`src/rtl/id_ex_stage_if.sv`:
```
// Handshake and operand bundle between decode, the ID/EX register and the ALU.
// slave: seen by id_ex_stage; master: seen by the driver/consumer around it.
interface id_ex_stage_if;
    logic        flush;
    logic        in_valid;
    logic        in_ready;
    logic [31:0] in_pc;
    logic [4:0]  in_rs1_addr;
    logic [4:0]  in_rs2_addr;
    logic [31:0] in_rs1_data;
    logic [31:0] in_rs2_data;
    logic [31:0] in_imm;
    logic [3:0]  in_alu_op;
    logic        in_src1_pc;
    logic        in_src2_imm;
    logic [4:0]  in_rd_addr;
    logic        in_rd_we;
    logic        fwd_we;
    logic [4:0]  fwd_rd;
    logic [31:0] fwd_data;
    logic        out_valid;
    logic        out_ready;
    logic [3:0]  alu_op;
    logic [31:0] alu_in1;
    logic [31:0] alu_in2;
    logic [31:0] out_pc;
    logic [4:0]  out_rd_addr;
    logic        out_rd_we;

    modport slave (
        input  flush, in_valid, in_pc, in_rs1_addr, in_rs2_addr, in_rs1_data,
               in_rs2_data, in_imm, in_alu_op, in_src1_pc, in_src2_imm,
               in_rd_addr, in_rd_we, fwd_we, fwd_rd, fwd_data, out_ready,
        output in_ready, out_valid, alu_op, alu_in1, alu_in2, out_pc,
               out_rd_addr, out_rd_we
    );

    modport master (
        output flush, in_valid, in_pc, in_rs1_addr, in_rs2_addr, in_rs1_data,
               in_rs2_data, in_imm, in_alu_op, in_src1_pc, in_src2_imm,
               in_rd_addr, in_rd_we, fwd_we, fwd_rd, fwd_data, out_ready,
        input  in_ready, out_valid, alu_op, alu_in1, alu_in2, out_pc,
               out_rd_addr, out_rd_we
    );
endinterface

```
`src/rtl/id_ex_stage.sv`:
```
// Single-entry ID/EX pipeline register feeding the ALU operand muxes.
// Define ID_EX_FORWARD_EN to forward the writeback result into rs1/rs2 values.
`ifndef ALU_ADD
`define ALU_ADD  4'd0
`define ALU_SUB  4'd1
`define ALU_AND  4'd2
`define ALU_OR   4'd3
`define ALU_XOR  4'd4
`define ALU_SLL  4'd5
`define ALU_SRL  4'd6
`define ALU_SRA  4'd7
`define ALU_LT   4'd8
`define ALU_LTU  4'd9
`endif

module id_ex_stage (
    input  logic           clk,
    input  logic           rst,
    id_ex_stage_if.slave   bus
);
    logic        valid_q,    valid_d;
    logic [31:0] pc_q,       pc_d;
    logic [4:0]  rs1_addr_q, rs1_addr_d;
    logic [4:0]  rs2_addr_q, rs2_addr_d;
    logic [31:0] rs1_val_q,  rs1_val_d;
    logic [31:0] rs2_val_q,  rs2_val_d;
    logic [31:0] imm_q,      imm_d;
    logic [3:0]  op_q,       op_d;
    logic        src1_pc_q,  src1_pc_d;
    logic        src2_imm_q, src2_imm_d;
    logic [4:0]  rd_addr_q,  rd_addr_d;
    logic        rd_we_q,    rd_we_d;

    logic        load;
    logic        drain;
    logic [31:0] operand2;
    logic        is_shift;

    assign bus.in_ready = !valid_q || bus.out_ready;
    assign load         = bus.in_valid && bus.in_ready && !bus.flush;
    assign drain        = valid_q && bus.out_ready;

`ifdef ID_EX_FORWARD_EN
    // x0 never matches: writes to it are architecturally discarded.
    function automatic logic [31:0] fwd_pick(input logic [4:0] addr, input logic [31:0] dflt,
                                             input logic we, input logic [4:0] rd,
                                             input logic [31:0] data);
        return (we && rd != 5'd0 && rd == addr) ? data : dflt;
    endfunction
`endif

    always_comb begin
        valid_d    = valid_q;
        pc_d       = pc_q;
        rs1_addr_d = rs1_addr_q;
        rs2_addr_d = rs2_addr_q;
        rs1_val_d  = rs1_val_q;
        rs2_val_d  = rs2_val_q;
        imm_d      = imm_q;
        op_d       = op_q;
        src1_pc_d  = src1_pc_q;
        src2_imm_d = src2_imm_q;
        rd_addr_d  = rd_addr_q;
        rd_we_d    = rd_we_q;
        if (bus.flush) begin
            valid_d = 1'b0;
        end else if (load) begin
            valid_d    = 1'b1;
            pc_d       = bus.in_pc;
            rs1_addr_d = bus.in_rs1_addr;
            rs2_addr_d = bus.in_rs2_addr;
            imm_d      = bus.in_imm;
            op_d       = bus.in_alu_op;
            src1_pc_d  = bus.in_src1_pc;
            src2_imm_d = bus.in_src2_imm;
            rd_addr_d  = bus.in_rd_addr;
            rd_we_d    = bus.in_rd_we;
`ifdef ID_EX_FORWARD_EN
            rs1_val_d  = fwd_pick(bus.in_rs1_addr, bus.in_rs1_data, bus.fwd_we, bus.fwd_rd, bus.fwd_data);
            rs2_val_d  = fwd_pick(bus.in_rs2_addr, bus.in_rs2_data, bus.fwd_we, bus.fwd_rd, bus.fwd_data);
`else
            rs1_val_d  = bus.in_rs1_data;
            rs2_val_d  = bus.in_rs2_data;
`endif
        end else if (drain) begin
            valid_d = 1'b0;
        end
`ifdef ID_EX_FORWARD_EN
        // A held entry keeps tracking writeback so it never issues a stale value.
        if (valid_q && !load) begin
            rs1_val_d = fwd_pick(rs1_addr_q, rs1_val_q, bus.fwd_we, bus.fwd_rd, bus.fwd_data);
            rs2_val_d = fwd_pick(rs2_addr_q, rs2_val_q, bus.fwd_we, bus.fwd_rd, bus.fwd_data);
        end
`endif
    end

    always_ff @(posedge clk or posedge rst) begin
        if (rst) begin
            valid_q    <= 1'b0;
            pc_q       <= 32'd0;
            rs1_addr_q <= 5'd0;
            rs2_addr_q <= 5'd0;
            rs1_val_q  <= 32'd0;
            rs2_val_q  <= 32'd0;
            imm_q      <= 32'd0;
            op_q       <= 4'd0;
            src1_pc_q  <= 1'b0;
            src2_imm_q <= 1'b0;
            rd_addr_q  <= 5'd0;
            rd_we_q    <= 1'b0;
        end else begin
            valid_q    <= valid_d;
            pc_q       <= pc_d;
            rs1_addr_q <= rs1_addr_d;
            rs2_addr_q <= rs2_addr_d;
            rs1_val_q  <= rs1_val_d;
            rs2_val_q  <= rs2_val_d;
            imm_q      <= imm_d;
            op_q       <= op_d;
            src1_pc_q  <= src1_pc_d;
            src2_imm_q <= src2_imm_d;
            rd_addr_q  <= rd_addr_d;
            rd_we_q    <= rd_we_d;
        end
    end

    assign operand2 = src2_imm_q ? imm_q : rs2_val_q;
    assign is_shift = (op_q == `ALU_SLL) || (op_q == `ALU_SRL) || (op_q == `ALU_SRA);

    assign bus.out_valid   = valid_q;
    assign bus.alu_op      = op_q;
    assign bus.alu_in1     = src1_pc_q ? pc_q : rs1_val_q;
    assign bus.alu_in2     = is_shift ? {27'd0, operand2[4:0]} : operand2;
    assign bus.out_pc      = pc_q;
    assign bus.out_rd_addr = rd_addr_q;
    assign bus.out_rd_we   = rd_we_q && valid_q;
endmodule

```
`src/flat_wrapper.sv`:
```
// flat-port wrapper written by rule: the top's interface ports become plain ports
module id_ex_stage_flat 
  (clk, rst, bus_flush, bus_in_valid, bus_in_pc, bus_in_rs1_addr, bus_in_rs2_addr, bus_in_rs1_data, bus_in_rs2_data, bus_in_imm, bus_in_alu_op, bus_in_src1_pc, bus_in_src2_imm, bus_in_rd_addr, bus_in_rd_we, bus_fwd_we, bus_fwd_rd, bus_fwd_data, bus_out_ready, bus_in_ready, bus_out_valid, bus_alu_op, bus_alu_in1, bus_alu_in2, bus_out_pc, bus_out_rd_addr, bus_out_rd_we);
  id_ex_stage_if bus_i ();
  input  logic clk;
  input  logic rst;
  input wire logic [$bits(bus_i.flush)-1:0] bus_flush;
  input wire logic [$bits(bus_i.in_valid)-1:0] bus_in_valid;
  input wire logic [$bits(bus_i.in_pc)-1:0] bus_in_pc;
  input wire logic [$bits(bus_i.in_rs1_addr)-1:0] bus_in_rs1_addr;
  input wire logic [$bits(bus_i.in_rs2_addr)-1:0] bus_in_rs2_addr;
  input wire logic [$bits(bus_i.in_rs1_data)-1:0] bus_in_rs1_data;
  input wire logic [$bits(bus_i.in_rs2_data)-1:0] bus_in_rs2_data;
  input wire logic [$bits(bus_i.in_imm)-1:0] bus_in_imm;
  input wire logic [$bits(bus_i.in_alu_op)-1:0] bus_in_alu_op;
  input wire logic [$bits(bus_i.in_src1_pc)-1:0] bus_in_src1_pc;
  input wire logic [$bits(bus_i.in_src2_imm)-1:0] bus_in_src2_imm;
  input wire logic [$bits(bus_i.in_rd_addr)-1:0] bus_in_rd_addr;
  input wire logic [$bits(bus_i.in_rd_we)-1:0] bus_in_rd_we;
  input wire logic [$bits(bus_i.fwd_we)-1:0] bus_fwd_we;
  input wire logic [$bits(bus_i.fwd_rd)-1:0] bus_fwd_rd;
  input wire logic [$bits(bus_i.fwd_data)-1:0] bus_fwd_data;
  input wire logic [$bits(bus_i.out_ready)-1:0] bus_out_ready;
  output wire logic [$bits(bus_i.in_ready)-1:0] bus_in_ready;
  output wire logic [$bits(bus_i.out_valid)-1:0] bus_out_valid;
  output wire logic [$bits(bus_i.alu_op)-1:0] bus_alu_op;
  output wire logic [$bits(bus_i.alu_in1)-1:0] bus_alu_in1;
  output wire logic [$bits(bus_i.alu_in2)-1:0] bus_alu_in2;
  output wire logic [$bits(bus_i.out_pc)-1:0] bus_out_pc;
  output wire logic [$bits(bus_i.out_rd_addr)-1:0] bus_out_rd_addr;
  output wire logic [$bits(bus_i.out_rd_we)-1:0] bus_out_rd_we;
  assign bus_i.flush = bus_flush;
  assign bus_i.in_valid = bus_in_valid;
  assign bus_i.in_pc = bus_in_pc;
  assign bus_i.in_rs1_addr = bus_in_rs1_addr;
  assign bus_i.in_rs2_addr = bus_in_rs2_addr;
  assign bus_i.in_rs1_data = bus_in_rs1_data;
  assign bus_i.in_rs2_data = bus_in_rs2_data;
  assign bus_i.in_imm = bus_in_imm;
  assign bus_i.in_alu_op = bus_in_alu_op;
  assign bus_i.in_src1_pc = bus_in_src1_pc;
  assign bus_i.in_src2_imm = bus_in_src2_imm;
  assign bus_i.in_rd_addr = bus_in_rd_addr;
  assign bus_i.in_rd_we = bus_in_rd_we;
  assign bus_i.fwd_we = bus_fwd_we;
  assign bus_i.fwd_rd = bus_fwd_rd;
  assign bus_i.fwd_data = bus_fwd_data;
  assign bus_i.out_ready = bus_out_ready;
  assign bus_in_ready = bus_i.in_ready;
  assign bus_out_valid = bus_i.out_valid;
  assign bus_alu_op = bus_i.alu_op;
  assign bus_alu_in1 = bus_i.alu_in1;
  assign bus_alu_in2 = bus_i.alu_in2;
  assign bus_out_pc = bus_i.out_pc;
  assign bus_out_rd_addr = bus_i.out_rd_addr;
  assign bus_out_rd_we = bus_i.out_rd_we;
  id_ex_stage u_core (.clk(clk), .rst(rst), .bus(bus_i));
endmodule
```
`config.mk`:
```
export PLATFORM = sky130hd
export DESIGN_NAME = id_ex_stage_flat
export DESIGN_NICKNAME = d
export VERILOG_FILES = /design/src/rtl/id_ex_stage_if.sv /design/src/rtl/id_ex_stage.sv /design/src/flat_wrapper.sv
export SDC_FILE = /design/constraint.sdc
export NUM_CORES = 1
export LEC_CHECK = 0
export ABC_CLOCK_PERIOD_IN_PS = 6000
export CELL_PAD_IN_SITES_DETAIL_PLACEMENT = 1
export CELL_PAD_IN_SITES_GLOBAL_PLACEMENT = 1
export CORE_ASPECT_RATIO = 0.5
export CORE_UTILIZATION = 32
export CTS_BUF_LIST = sky130_fd_sc_hd__clkbuf_4 sky130_fd_sc_hd__clkbuf_8
export DETAILED_ROUTE_END_ITERATION = 10
export PLACE_DENSITY = 0.82
export SLEW_MARGIN = 15
export SYNTH_ARGS = -nofsm -noshare
export SYNTH_HDL_FRONTEND = slang
export SYNTH_SLANG_ARGS = --single-unit
```
`constraint.sdc`:
```
create_clock -name clk -period 6 [get_ports clk]
set_clock_uncertainty 0.1 [all_clocks]
set_input_delay 0.6 -clock clk [delete_from_list [all_inputs] [get_ports clk]]
set_output_delay 0.6 -clock clk [all_outputs]
set_load 0.05 [all_outputs]
```
==> impl_results.md, run 1 <==
- Status: finished, final reports clean
- Top cells by count, synth: dfrtp_1 (141), mux2_1 (100), mux2_2 (77)
- Final Util: approximately half
- Core area: 18570 um^2
- Initial DRC Count: roughly 120
- Sw Share: between 30% and 40%
- Width of the die: a little under 200 um
- Tot Pwr: between 3 and 4 mW
- Fin crit period: between 3000 and 4000 ps
- Clock Pin Slew Worst Setup and Hold Paths: approximately 80 ps
- Netlist cell types: 12
- Worst setup SP type: register
- Relative slew margins: a little over a quarter
- CTS tree: yes
- Post-Route WL: about 17 mm
- Port Buffer Count: approximately 250
- Clk sinks: about 140
- Final setup vio count: 0
- RSZ-0062 raised after global routing: false
- GRT Util Overall: approximately 18%
- Synth-to-Final Area Change: 50.72%
- Vias: 4220
- R2R Setup Slk: ~3200 ps
- Count leader, synth: dfrtp_1
- Initial antenna violation count: 0
- Drt pass-1 iters: 4
- DRC viols: 0
- IR drop worst, VDD: ~140 uV
- Max-slew violation count: 0
- Least-Margin Pin Slew: about 1100 ps
- CP startpoint: u_core.src2_imm_q
- Buf/Inv on CP: 1
- Setup Crit Path Kind: register to primary output
- Hold path startpoint: u_core.rd_we_q
- CP required: between 5000 and 6000 ps
- CP max FO: 33
- Final Hold Vio Count: 0
- Rows: 35
- Critical Path AT: 2700 ps
- RR Endpoint: u_core.rs2_val_q[25]
- Die area: 19770 um^2
- Largest net degree at the start of global routing: 80
- DP HPWL: between 10 and 15 mm
- Share of the synthesized area in the top cell type: around 57%
- Wire per inst: 18.11 um
- Crit share post-route: a little under three fifths
- Post-synth net total: around 600
- CP Depth: 3
- FF-to-FF Start: u_core.bus.out_valid
- Post-synth ARST share: 100.0%
- Setup TNS: 0 ps
- Seq pwr share: between 30% and 40%
- PD cells: approximately 370 nW/um^2
- Post-Syn Area: between 6000 and 7000 um^2
- Post-CTS sizing: 0
- Worst hold slack: ~390 ps
- Global-route wire length before repair: between 20 and 30 mm
- Hold Crit Class: register to register
- Worst path max stage delay: approximately 1100 ps
- Clk_lat worst skew: ~420 ps
- Via-to-Cell Ratio: between 4 and 5
- Main synth FF type: dfrtp_1
- Final #Nets: 850
- IO Pins: 301
- Synthesis-stage register bit count: ~140
- Area of the multi-input gates: between 2000 and 2500 um^2
- Hold_buf cts: 0
- Mapped Cells: about 410
- FILL cells: between 1500 and 2000
- Setup crit end kind: primary output
- Synthesized area per cell: between 15 and 20 um^2
- Crit path to: bus_alu_in2[30]
- Cell area after layout: 9250 um^2
- Number of setup buffers added after CTS: 0
- Leakage: 3.797 nW
- Register area: between 3000 and 4000 um^2
- Post-synth top area cell: dfrtp_1
- Placer congestion estimate: 0.7141
- YS warnings: 0
- Critical-path cell list: mux2i_1 -> nor2_1 -> clkdlybuf4s50_1
- Net switching power: around 1.4 mW
- CTS buffer count: 17
- Pint: about 2.0 mW
- Clock Power Share: about 23%
- Share of cells above drive strength 1: 17.61%
- Sequential fraction of the synthesis area: between 50% and 60%
- DRT antenna net count: 0
- Clock buffer depth: 2
- Maxcap violations: 0
- Ant diodes: 0
- R2R depth: 4
- H-tree Lvls: 4
- Root Buffer: clkbuf_8
- Initial Utilization: 33.05%
- Slowest library cell on the worst path: dfrtp_2
- Die height: 99.93 um
- Vias in the first global route: 4691
- Total grt overflow: 0
- Comb power frac: 41.5%
- EDFF count, synth: 0
- Placed instance area: 8865 um^2
- Max Clock Freq: a little under 300 MHz
- Family with the most delay on the worst path: flip-flops
- Top post-synthesis cells by area: dfrtp_1 (57%), mux2_1 (18%), mux2_2 (14%)
[power by group through the flow]
stage	registers (mW)	clock network (mW)	logic, mW
2_1_floorplan	1.36	0	0.780
3_3_place_gp	1.23	0	1.40
3_5_place_dp	1.25	0	1.43
4_1_cts	1.23	0.795	1.43
5_1_grt	1.25	0.833	1.48
6_report	1.22	0.766	1.41
[sequential cells by signal, summed over array words and instances (netlist names)]
register / count
u_core.bus.alu_op: 4
u_core.bus.out_pc: 32
u_core.bus.out_rd_addr: 5
u_core.bus.out_valid: 1
u_core.imm_q: 32
u_core.rd_we_q: 1
u_core.rs1_val_q: 32
u_core.rs2_val_q: 32
u_core.src1_pc_q: 1
u_core.src2_imm_q: 1
[cell families after synthesis]
family	synth area share (%)
multiplexers	36.88
flip-flops	57.49
AND/OR/NAND/NOR	2.447
buffers and inverters	3.180
[final cells by class]
type | instances | share of cell area (%)
clock buffer | 18 | 2.611
clock inverter | 14 | 1.556
inverter | 2 | 0.1353
multi-input combinational | 238 | 26.23
sequential | 141 | 38.16
tap | 259 | 3.503
timing repair buffer | 257 | 27.81
[metrics by stage]
stage | std cells | setup slack [ps]
after floorplan | 406 | 1519
after global placement | 897 | 2579
after detailed placement | 897 | 2532
after CTS | 929 | 2504
after global routing | 929 | 2406
final | 929 | 2596
[cell usage in the layout (no fill, tap or decap), drive strengths merged]
cell / count
nor3b: 2
mux2: 177
bufinv: 2
dfrtp: 141
mux2i: 27
clkinvlp: 5
inv: 4
buf: 5
nor2: 30
clkinv: 5
and2: 1
clkdlybuf4s50: 252
nor2b: 1
clkbuf: 18
[worst min-delay path by stage]
| stage | depth (start not counted) | slack (ps) | endpoint |
|---|---|---|---|
| final | 1 | 390 | u_core.rd_we_q |
| after global routing | 1 | 410 | u_core.imm_q[4] |
| after CTS | 1 | 390 | u_core.rs1_val_q[20] |
| after detailed placement | 1 | 370 | u_core.rs1_val_q[20] |
| after global placement | 1 | 360 | u_core.rd_we_q |
| after floorplan | 1 | 350 | u_core.rd_we_q |
[metal layers]
layer / track usage, % / share of wire [%]
met1: 19.57 / 39
met2: 33.34 / 57
met3: 4.503 / 3.3
met4: 4.293 / 1.3
met5: 0 / 0
(Power assumes the default switching activity.)
==> run 2, diff against run 1 <==
Settings changed: ABC_CLOCK_PERIOD_IN_PS 6000 to 2900, CORE_UTILIZATION 32 to 29, PLACE_DENSITY 0.82 to 0.78.
Clock period 6 ns to 2.9 ns, I/O delays scaled along.
==> run 2 against run 1 <==
Compared with the run above:
- count of clock-buffer cells in the layout rose by 1
- final cell count grew 1.9%
- first-iteration DRC count rose by 13%
- hold slack worse by 230 ps
- non-clock buffer count up 5
- register-to-register slack lost 2300 ps
- die area rose by 10%
- worst setup slack got worse by 2200 ps
- critical endpoint is now bus_alu_in2[2]
- sequential power increased by 100%
==> impl_results.md, run 2 (same netlist as run 1, synthesis figures left out) <==
- Status: finished, final reports clean
- CP max FO: 10 (-70%)
- Final Hold Vio Count: 0 (unchanged)
- Tot Pwr: 7.320 mW (+110%)
- CP Depth: 2 (-1)
- Most frequent cells in the layout: clkdlybuf4s50_1 (193), dfrtp_1 (140), mux2_1 (100), mux2_2 (77), buf_12 (37)
- Via-to-Cell Ratio: 4.450 (-2.0%)
- Synth-to-Final Area Change: 56.41%
- Ant diodes: 0 (unchanged)
- PD cells: 762.6 nW/um^2 (+110%)
- Slowest library cell on the worst path: clkdlybuf4s50_1
- Initial antenna violation count: 1 (+1)
- Maxcap violations: 0 (unchanged)
- Initial DRC Count: 133 (+13%)
- Setup Crit Path Kind: register to primary output
- CP required: 2510 ps (-2790 ps)
- Port Buffer Count: 252 (unchanged)
- RSZ-0062 raised after global routing: false
- DP HPWL: 12.48 mm (+3.4%)
- CTS buffer count: 17 (unchanged)
- Root Buffer: clkbuf_8
- Clock Pin Slew Worst Setup and Hold Paths: 90 ps (about the same)
- Number of setup buffers added after CTS: 0 (unchanged)
- Buf/Inv on CP: 1 (unchanged)
- Setup WS post-layout: 426.9 ps (-2169 ps)
- R2R depth: 4 (unchanged)
- CP startpoint: u_core.src2_imm_q
- Family with the most delay on the worst path: buffers and inverters
- Die height: 104.9 um (+4.9%)
- Clk_lat worst skew: 440 ps (+20 ps)
- Area of the multi-input gates: 2426 um^2 (unchanged)
- Hold Crit Class: input pin to asynchronous set/reset pin
- Max Clock Freq: 404.3 MHz
- Fin crit period: between 2000 and 2500 ps
- Max-slew violation count: 0 (unchanged)
- H-tree Lvls: 4 (unchanged)
- CTS tree: yes
- Setup crit end kind: primary output
- Register area: 3530 um^2 (unchanged)
- Crit path to: bus_alu_in2[2]
- Initial Utilization: 29.72% (-3.3 points)
- FF-to-FF Start: u_core.bus.out_valid
- Hold_buf cts: 0 (unchanged)
- Worst path max stage delay: 720 ps (-330 ps)
- Rows: 37 (+5.7%)
- DRT antenna net count: 0 (unchanged)
- GRT Util Overall: 16.23% (-1.3 points)
- Crit share post-route: 85.28%
- Share of cells above drive strength 1: 26.85% (+9.2 points)
- Clk sinks: 141 (unchanged)
- R2R Setup Slk: 880 ps (-2270 ps)
- Clock buffer depth: 2 (unchanged)
- Width of the die: 207.7 um (+5.0%)
- IO Pins: 301 (unchanged)
- Setup TNS: 0 ps (unchanged)
- RR Endpoint: u_core.rs2_val_q[15]
- Critical Path AT: 2080 ps (-620 ps)
- Final setup vio count: 0 (unchanged)
- Die area: 21780 um^2 (+10%)
- Dpl ws: 604.2 ps (-1927 ps)
- Global-route wire length before repair: 26.99 mm (+2.8%)
- Relative slew margins: 58.45% (+31 points)
- Final #Nets: 855 (+0.59%)
- Vias in the first global route: 4789 (+2.1%)
- Wire per inst: 17.92 um (-1.1%)
- Post-Route WL: 16.97 mm (+0.85%)
- Critical-path cell list: mux2_2 -> clkdlybuf4s50_1
- Core area: 20650 um^2 (+11%)
- Total grt overflow: 0 (unchanged)
- IR drop worst, VDD: 235.2 uV (+70%)
- Post-CTS sizing: 0 (unchanged)
- DRC viols: 0 (unchanged)
- Drt pass-1 iters: 4 (unchanged)
- Placer congestion estimate: 0.7483 (+4.8%)
- Commonest non-fill, non-tap cell in the layout: clkdlybuf4s50_1
- Leakage: 4.049 nW (+6.6%)
- FILL cells: 2093 (+9.1%)
- Worst setup SP type: register
- Largest net degree at the start of global routing: 67 (-16%)
- Least-Margin Pin Slew: 622.0 ps (-468.8 ps)
- Vias: 4214 (-0.14%)
-- run 2: cell types whose count changed in the layout (fill, tap and decap cells not counted), sizes merged --
cell and change:
clkinv +3, clkdlybuf4s50 -59, clkinvlp -2, buf +64
inv -3, clkbuf +1
-- run 2: stage by stage --
| stage | instance area, um^2 | util (%) | std cells | hold slack, ps |
|---|---|---|---|---|
| floorplan | 6141 | - | 406 | 256.4 |
| global placement | 9221 | 44.66 | 916 | 363.0 |
| detailed placement | 9221 | 44.66 | 916 | 371.5 |
| CTS | 9599 | 46.49 | 947 | 161.9 |
| global route | 9599 | 46.49 | 947 | 183.7 |
| finish | 9599 | 46.49 | 947 | 156.6 |
-- run 2: worst min path at each step --
stage / from / end / slack [ps] / cells past startpoint
detailed placement: u_core.rd_we_q / u_core.rd_we_q / 370 / 1
global placement: u_core.rs1_val_q[1] / u_core.rs1_val_q[1] / 360 / 1
global route: rst / u_core.bus.out_rd_addr[2] / 180 / 2
CTS: rst / u_core.bus.out_pc[23] / 160 / 2
floorplan: bus_flush / u_core.bus.out_valid / 260 / 1
finish: rst / u_core.bus.out_rd_addr[2] / 160 / 2
-- run 2: power breakdown --
part,leakage [nW],total (mW),internal [mW],switching [mW]
clock,0.194,1.57,0.784,0.784
sequential,1.66,2.49,2.30,0.193
combinational,2.20,3.26,1.39,1.87
-- run 2: routing by layer --
metal	vias to the layer above	track usage, %	share of wire [%]
li1	1933	-	-
met1	2186	17.96	38
met2	67	30.18	56
met3	28	3.877	3.2
met4	0	6.243	2.5
met5	-	0	0
-- run 2: area by class of cell --
class | count | share of cell area (%)
clock buffer | 19 | 2.659
clock inverter | 12 | 1.277
sequential | 141 | 36.77
multi-input combinational | 238 | 25.27
timing repair buffer | 262 | 30.34
inverter | 2 | 0.1173
tap | 273 | 3.558
-- run 2: worst register-to-register path, cell delays in order, from the launching register on --
cell and delay [ps]:
dfrtp_1 400, nor2b_1 190, nor3b_4 480, buf_12 340, mux2_2 400
